$ cat config.mk
export PLATFORM = sky130hd
export DESIGN_NAME = ones_counter_seq
export DESIGN_NICKNAME = d
export VERILOG_FILES = /design/src/rtl/ones_counter_seq.sv
export SDC_FILE = /design/constraint.sdc
export NUM_CORES = 1
export LEC_CHECK = 0
export ABC_AREA = 1
export CAP_MARGIN = 30
export CELL_PAD_IN_SITES_DETAIL_PLACEMENT = 1
export CELL_PAD_IN_SITES_GLOBAL_PLACEMENT = 2
export CORE_MARGIN = 3
export CORE_UTILIZATION = 29
export CTS_CLUSTER_DIAMETER = 100
export CTS_CLUSTER_SIZE = 12
export DETAILED_ROUTE_END_ITERATION = 8
export PLACE_DENSITY = 0.8
export SETUP_SLACK_MARGIN = 0.3
export SLEW_MARGIN = 25
export SYNTH_ARGS = -nofsm -noshare
export SYNTH_HDL_FRONTEND = slang
export SYNTH_SLANG_ARGS = --single-unit
export TNS_END_PERCENT = 10
$ cat constraint.sdc
create_clock -name clk -period 2.74 [get_ports clk]
set_clock_uncertainty 0.05 [all_clocks]
set_input_delay 0.822 -clock clk [delete_from_list [all_inputs] [get_ports clk]]
set_output_delay 0.822 -clock clk [all_outputs]
set_load 0.01 [all_outputs]
$ cat src/rtl/ones_counter_seq.sv
// Multi-cycle population counter: counts CHUNK bits of a WIDTH-bit operand per clock,
// with optional accumulation into a saturating result and a sticky saturation flag.
module ones_counter_seq #(
    parameter int WIDTH = 16,
    parameter int CHUNK = 4,
    parameter int ACC_W = 8
) (
    input  logic             clk,
    input  logic             rst_n,
    input  logic             start,
    input  logic [WIDTH-1:0] data,
    input  logic             accumulate,
    input  logic             clear,
    output logic             busy,
    output logic             done,
    output logic [ACC_W-1:0] count,
    output logic             sat
);

    localparam int STEPS = WIDTH / CHUNK;
    localparam int PS_W  = $clog2(WIDTH + 1);
    localparam int CYC_W = (STEPS > 1) ? $clog2(STEPS) : 1;

    typedef enum logic [1:0] {
        IDLE  = 2'd0,
        COUNT = 2'd1,
        DONE  = 2'd2
    } state_t;

    function automatic logic [PS_W-1:0] chunk_pop(input logic [CHUNK-1:0] bits);
        logic [PS_W-1:0] acc;
        acc = {PS_W{1'b0}};
        for (int i = 0; i < CHUNK; i++) begin
            acc = acc + PS_W'(bits[i]);
        end
        return acc;
    endfunction

    state_t           state_r;
    state_t           state_nx_s;
    logic [WIDTH-1:0] shift_r;
    logic [PS_W-1:0]  partial_r;
    logic [CYC_W-1:0] cyc_r;
    logic             mode_r;
    logic             busy_r;
    logic             done_r;
    logic [ACC_W-1:0] count_r;
    logic             sat_r;

    logic             accept_s;
    logic             last_step_s;
    logic [PS_W-1:0]  chunk_cnt_s;
    logic [PS_W-1:0]  partial_sum_s;
    logic [ACC_W:0]   part_ext_s;
    logic [ACC_W:0]   acc_sum_s;
    logic [ACC_W-1:0] result_s;
    logic             result_sat_s;

    // Next-state decode and result arithmetic for the final counting step.
    always_comb begin
        accept_s      = (state_r == IDLE) && start && !clear;
        last_step_s   = (cyc_r == CYC_W'(STEPS - 1));
        chunk_cnt_s   = chunk_pop(shift_r[CHUNK-1:0]);
        // The final chunk is folded in combinationally so the result lands with done.
        partial_sum_s = partial_r + chunk_cnt_s;
        part_ext_s    = {{(ACC_W + 1 - PS_W){1'b0}}, partial_sum_s};
        acc_sum_s     = {1'b0, count_r} + part_ext_s;
        result_s      = count_r;
        result_sat_s  = sat_r;
        state_nx_s    = state_r;

        if (!mode_r) begin
            result_s     = part_ext_s[ACC_W-1:0];
            result_sat_s = sat_r;
        end else if (acc_sum_s[ACC_W]) begin
            result_s     = {ACC_W{1'b1}};
            result_sat_s = 1'b1;
        end else begin
            result_s     = acc_sum_s[ACC_W-1:0];
            result_sat_s = sat_r;
        end

        case (state_r)
            IDLE: begin
                if (accept_s) begin
                    state_nx_s = COUNT;
                end else begin
                    state_nx_s = IDLE;
                end
            end
            COUNT: begin
                if (clear) begin
                    state_nx_s = IDLE;
                end else if (last_step_s) begin
                    state_nx_s = DONE;
                end else begin
                    state_nx_s = COUNT;
                end
            end
            DONE:    state_nx_s = IDLE;
            default: state_nx_s = IDLE;
        endcase
    end

    // FSM state register.
    always_ff @(posedge clk or negedge rst_n) begin
        if (!rst_n) begin
            state_r <= IDLE;
        end else begin
            state_r <= state_nx_s;
        end
    end

    // Operand shift register, partial sum, step counter and captured mode.
    always_ff @(posedge clk or negedge rst_n) begin
        if (!rst_n) begin
            shift_r   <= {WIDTH{1'b0}};
            partial_r <= {PS_W{1'b0}};
            cyc_r     <= {CYC_W{1'b0}};
            mode_r    <= 1'b0;
        end else if (accept_s) begin
            shift_r   <= data;
            partial_r <= {PS_W{1'b0}};
            cyc_r     <= {CYC_W{1'b0}};
            mode_r    <= accumulate;
        end else if (state_r == COUNT) begin
            shift_r   <= shift_r >> CHUNK;
            partial_r <= partial_sum_s;
            cyc_r     <= cyc_r + CYC_W'(1);
        end else begin
            shift_r   <= shift_r;
            partial_r <= partial_r;
            cyc_r     <= cyc_r;
            mode_r    <= mode_r;
        end
    end

    // Registered outputs; clear zeroes the result and suppresses a pending done.
    always_ff @(posedge clk or negedge rst_n) begin
        if (!rst_n) begin
            busy_r  <= 1'b0;
            done_r  <= 1'b0;
            count_r <= {ACC_W{1'b0}};
            sat_r   <= 1'b0;
        end else begin
            busy_r <= (state_nx_s == COUNT);
            if (clear) begin
                done_r  <= 1'b0;
                count_r <= {ACC_W{1'b0}};
                sat_r   <= 1'b0;
            end else if ((state_r == COUNT) && last_step_s) begin
                done_r  <= 1'b1;
                count_r <= result_s;
                sat_r   <= result_sat_s;
            end else begin
                done_r  <= 1'b0;
            end
        end
    end

    assign busy  = busy_r;
    assign done  = done_r;
    assign count = count_r;
    assign sat   = sat_r;

endmodule

# Yosys cells after proc, flatten, opt, wreduce, memory -nomap -nowiden
# Index checks and enable logic that the tools add are counted.
# word_totals
ram_bits	0
out_inout_bits	11
mem_count	0
mem_bits_ro	0
reg_bits	37
latchBits	0
# classes
n_mul	0
n_lt_le_gt_ge	0
eq_ne	3
n_reduce_logical	10
shift	0
mux	20
bitwise_logic	0
div_mod_pow	0
add_sub_neg	6
# ops
op	n
16-bit 2-to-1 mux	2
8-bit 2-to-1 mux	4
5-bit 2-to-1 mux	2
8-bit by 5-bit adder with 9-bit output	1
2-bit 2-to-1 mux	4
2-bit nonzero test	4
1-bit 2-to-1 mux	7
5-bit by 4-bit adder with 5-bit output	1
3-bit by 1-bit adder with 4-bit output	1
2-bit by 1-bit == test with 1-bit output, second input constant	2
2-bit one-hot mux with 2 select lines	1
2-bit by 1-bit adder with 3-bit output	1
1-bit logical AND	3
3-bit AND reduction	1
1-bit by 1-bit adder with 2-bit output	1
2-bit by 1-bit adder with 2-bit output, second input constant	1
2-bit == test, second input constant	1
2-bit logical NOT	1
1-bit logical NOT	1

# Longest topological paths before layout
# depth
ltp_word	9
mapped_depth	18

# Worst setup path after synthesis
# OpenSTA, ideal clock, no wires.
# synth_path
path_kind	flip-flop to flip-flop
start	register shift_r[0]
end	register count_r[5], in the netlist count[5]
setup_slack_ps	-207
path_buffers	0
setup_time_ps	116
synth_period_minus_slack_ps	2947
path_stages_with_launch	16
arrival_ps	2780
cell_sequence	dfrtp_1 -> fa_1 -> inv_1 -> fa_1 -> inv_1 -> fa_1 -> nand3_1 -> xor2_1 -> inv_1 -> ha_1 -> nand2_1 -> nor2_1 -> a21boi_1 -> nand3_1 -> nand2_1 -> nand2_1
# synth_between
elab_chain_cells	9
# synth_rtl
item	line	text
start, declared	41	logic [WIDTH-1:0] shift_r;
start signal, assigned	117	shift_r <= {WIDTH{1'b0}};
start signal, assigned	122	shift_r <= data;
start signal, assigned	127	shift_r <= shift_r >> CHUNK;
1-bit by 1-bit adder with 2-bit output	34	acc = acc + PS_W'(bits[i]);
2-bit by 1-bit adder with 3-bit output	34	
3-bit by 1-bit adder with 4-bit output	34	
5-bit by 4-bit adder with 5-bit output	65	partial_sum_s = partial_r + chunk_cnt_s;
8-bit by 5-bit adder with 9-bit output	67	acc_sum_s = {1'b0, count_r} + part_ext_s;
8-bit 2-to-1 mux	75	end else if (acc_sum_s[ACC_W]) begin
8-bit 2-to-1 mux	72	if (!mode_r) begin
8-bit 2-to-1 mux	151	end else if ((state_r == COUNT) && last_step_s) begin
8-bit 2-to-1 mux	147	if (clear) begin
end signal, assigned	143	count_r <= {ACC_W{1'b0}};
end signal, assigned	149	count_r <= {ACC_W{1'b0}};
end signal, assigned	153	count_r <= result_s;
end, declared	47	logic [ACC_W-1:0] count_r;
# Every way passes these cells. The select of a mux whose other input is x is not followed.
# A chain may end at the register's enable or synchronous reset.

# Worst setup path in the final report
# layout_path
start	register shift_r[0]
end	register count_r[6], in the netlist count[6]
# The elaborated chain is that of the path after synthesis.

==> results_dict.tcl <==
set metrics [dict create \
    syn_avg_cell_area_sq_um 8.61 \
    grt_max_degree 23 \
    viasPerCell 4.58 \
    dp_hpwl_mm 3.93 \
    period_needed_ps 3020 \
    power_mw 2.55 \
    yosysMostFrequentCell "nand2_1" \
    clock_tree.root_cell "clkbuf_8" \
    violations "negative setup slack" \
    die_w_um 89.5 \
    setup_ws_ps -279 \
    antenna_found_initial 0 \
    leakage_nw 1.34 \
    synth_common_cells "nand2_1 (71), dfrtp_1 (37), inv_1 (32)" \
    synth_fp_nets 268 \
    cts.sinks 37 \
    rsz0062_at_grt "yes" \
    final_nets 326 \
    syn_to_final_growth_pct 38.0 \
    drt-initial-drc-count 34 \
    synthArstFlopShare_pct 100 \
    grt_usage_pct 14.3 \
    cap_violations 0 \
    ys_seq_elements 37 \
    cts_buffers 5 \
    grt_pass1_wl_mm 8.89 \
    path_clk_slew_ps 80 \
    cp_max_fo 4 \
    die_h_um 89.5 \
    seq_area_frac_synth_pct 45.8 \
    max_stage_delay_ps 540 \
    htree_levels 2 \
    netlist_area_sq_mm 0.00202 \
    fmaxAchievable_mhz 331 \
    synth_top_area_cell "dfrtp_1" \
    cp_cell_sequence "fa_1, inv_1, fa_2, inv_2, fa_2, inv_2, fa_2, nand3b_1, nand2_2, nand2_1, nand2_1, nand2_1, nand2_1, a21oi_2" \
    drt_pass1_iterations 4 \
    worstPathArrival_ps 3160 \
    drc_errors 0 \
    portBuffers 31 \
    cts_buffer_depth 2 \
    startpoint_type "register" \
    final_core_utilization_pct 42.5 \
    synth_warnings 0 \
    max_slew_margin_pct 75.7 \
    cp-end-kind "register" \
    routedWlPerCell_um 13.6 \
    setup_violations 9 \
    antenna_cells 0 \
    drive_gt1_share_pct 23.2 \
    powerDensity_mw_per_mm2 915 \
    crit_top_cell "nand2_1" \
    rows 29 \
    regArea_sq_um 926 \
    final_max_slew_viol_count 0 \
    coreArea_sq_mm 0.00657 \
    pin_count 32 \
    cts_tree "yes" \
    outcome "finished, violations left" \
    syn_inst 235 \
    via_count 1766 \
    period_share_pct 110 \
    tightest_slew_ps 365 \
    synth-edff-count 0 \
    fin_area_sq_mm 0.00279 \
    cpMaxStageDelayCell "fa_2" \
    finalWirelength_mm 5.24 \
    first_global_vias 1931 \
    ys.flop_type "dfrtp_1" \
    clock_latency_ps 290 \
    multi_input_area_sq_mm 0.00103 \
    yosysUniqueCellTypes 30 \
    netlist.area_leader.share_pct 45.8 \
    ant_nets 0 \
    finalWeightedCongestion 0.726 \
    path_class "reg2reg" \
    placed_cell_area_sq_mm 0.00258 \
    ir_worst_vdd_mv 0.331 \
    grt-ovfl-total 0 \
    n_fill_cell 781 \
    required_ps 2880 \
    ys_top_cells_by_area "dfrtp_1 (46%), nand2_1 (13%), inv_1 (5.9%), ha_1 (4.9%), fa_1 (4.0%)" \
    initial_core_util_pct 30.8 \
    hp-class "in2async" \
    fp.dieArea_sq_mm 0.00801 \
    hold_violations 0 \
]
layer usage:
metal	vias to the layer above	part of all wire, %	track usage (%)
met5	-	0	0
met4	0	0.72	2.44
met3	6	3.0	2.86
met2	27	51	25.7
met1	857	46	17.9
li1	876	-	-
power breakdown:
| group | switching [mW] | total (mW) | internal (mW) |
|---|---|---|---|
| Sequential | 0.102 | 0.801 | 0.700 |
| Clock | 0.208 | 0.407 | 0.199 |
| Combinational | 0.667 | 1.35 | 0.678 |
| Total | 0.977 | 2.55 | 1.58 |
cell usage in the layout, fill, tap and decap left out, types with 2 or more instances in the layout:
master and instances:
a21oi_1 4, nor2_1 8, nand2_1 68, a21oi_2 2
buf_4 24, o211ai_1 7, nand4_1 2, o21ai_1 6
xor2_2 2, o22ai_1 2, dfrtp_1 37, inv_1 27
o221ai_1 4, nor2_4 3, a22o_1 6, ha_1 7
clkdlybuf4s50_1 30, fa_2 3, nand3_1 10, o31ai_1 2
clkbuf_8 6, nand3_2 4, inv_2 11, nand2_2 3
o21ai_2 2
timing repair:
action / in CTS / in global routing
hold buffers: 0 / 0
resized for setup: 10 / 9
setup endpoints to repair: 9 / 11
buffers inserted: 4 / 3
pin swaps: 10 / 3
through the flow:
step / setup TNS, ps / hold WS, ps / std cells / worst slack [ps]
floorplan: -655 / 400 / 235 / -114
finish: -2360 / 380 / 386 / -279
global placement: -2160 / 413 / 372 / -310
CTS: -2220 / 394 / 383 / -266
detailed placement: -2970 / 427 / 372 / -403
global route: -3860 / 408 / 386 / -443
cell families after synthesis:
| family | Yosys count | synth area share [%] |
|---|---|---|
| AND/OR/NAND/NOR | 103 | 22.8 |
| buffers and inverters | 42 | 8.35 |
| AO/OA/AOI/OAI | 38 | 12.9 |
| flip-flops | 37 | 45.8 |
| adder cells (fa/ha/maj) | 12 | 8.91 |
| XOR/XNOR | 3 | 1.30 |
state kept, by name, indices dropped and copies added, names as in the netlist:
| signal | count |
|---|---|
| busy | 1 |
| count | 8 |
| cyc_r | 2 |
| done | 1 |
| mode_r | 1 |
| partial_r | 5 |
| sat | 1 |
| shift_r | 16 |
| state_r | 2 |
layout make-up:
class / count / share of cell area (%)
Clock inverter: 1 / 0.269
Inverter: 38 / 5.11
Timing Repair Buffer: 55 / 17.4
Tap cell: 93 / 4.17
Sequential cell: 37 / 33.2
Clock buffer: 6 / 2.96
Multi-Input combinational cell: 156 / 36.9
critical path: cells and delay by family (launching register included):
family,cells,cell delay [ps]
AOI/OAI and AO/OA,1,50
adders and majority gates,4,1550
DFF,1,410
and+or+nand+nor,6,680
buffers and inverters,3,180
final timing paths:
kind | end | cells after the start | slack (ps) | from
worst max-delay path | count[6]$_DFFE_PN0P_ | 14 | -280 | shift_r[0]$_DFFE_PN0P_
worst min-delay path | state_r[1]$_DFF_PN0_ | 1 | 380 | rst_n
worst max register to register | count[6]$_DFFE_PN0P_ | 14 | -280 | shift_r[0]$_DFFE_PN0P_
worst min register to register | cyc_r[0]$_DFFE_PN0P_ | 1 | 440 | cyc_r[0]$_DFFE_PN0P_
max in group asynchronous | partial_r[4]$_DFFE_PN0P_ | 2 | 1620 | rst_n
min in group clk | cyc_r[0]$_DFFE_PN0P_ | 1 | 440 | cyc_r[0]$_DFFE_PN0P_
No activity file was read; power rests on OpenSTA's default activity.
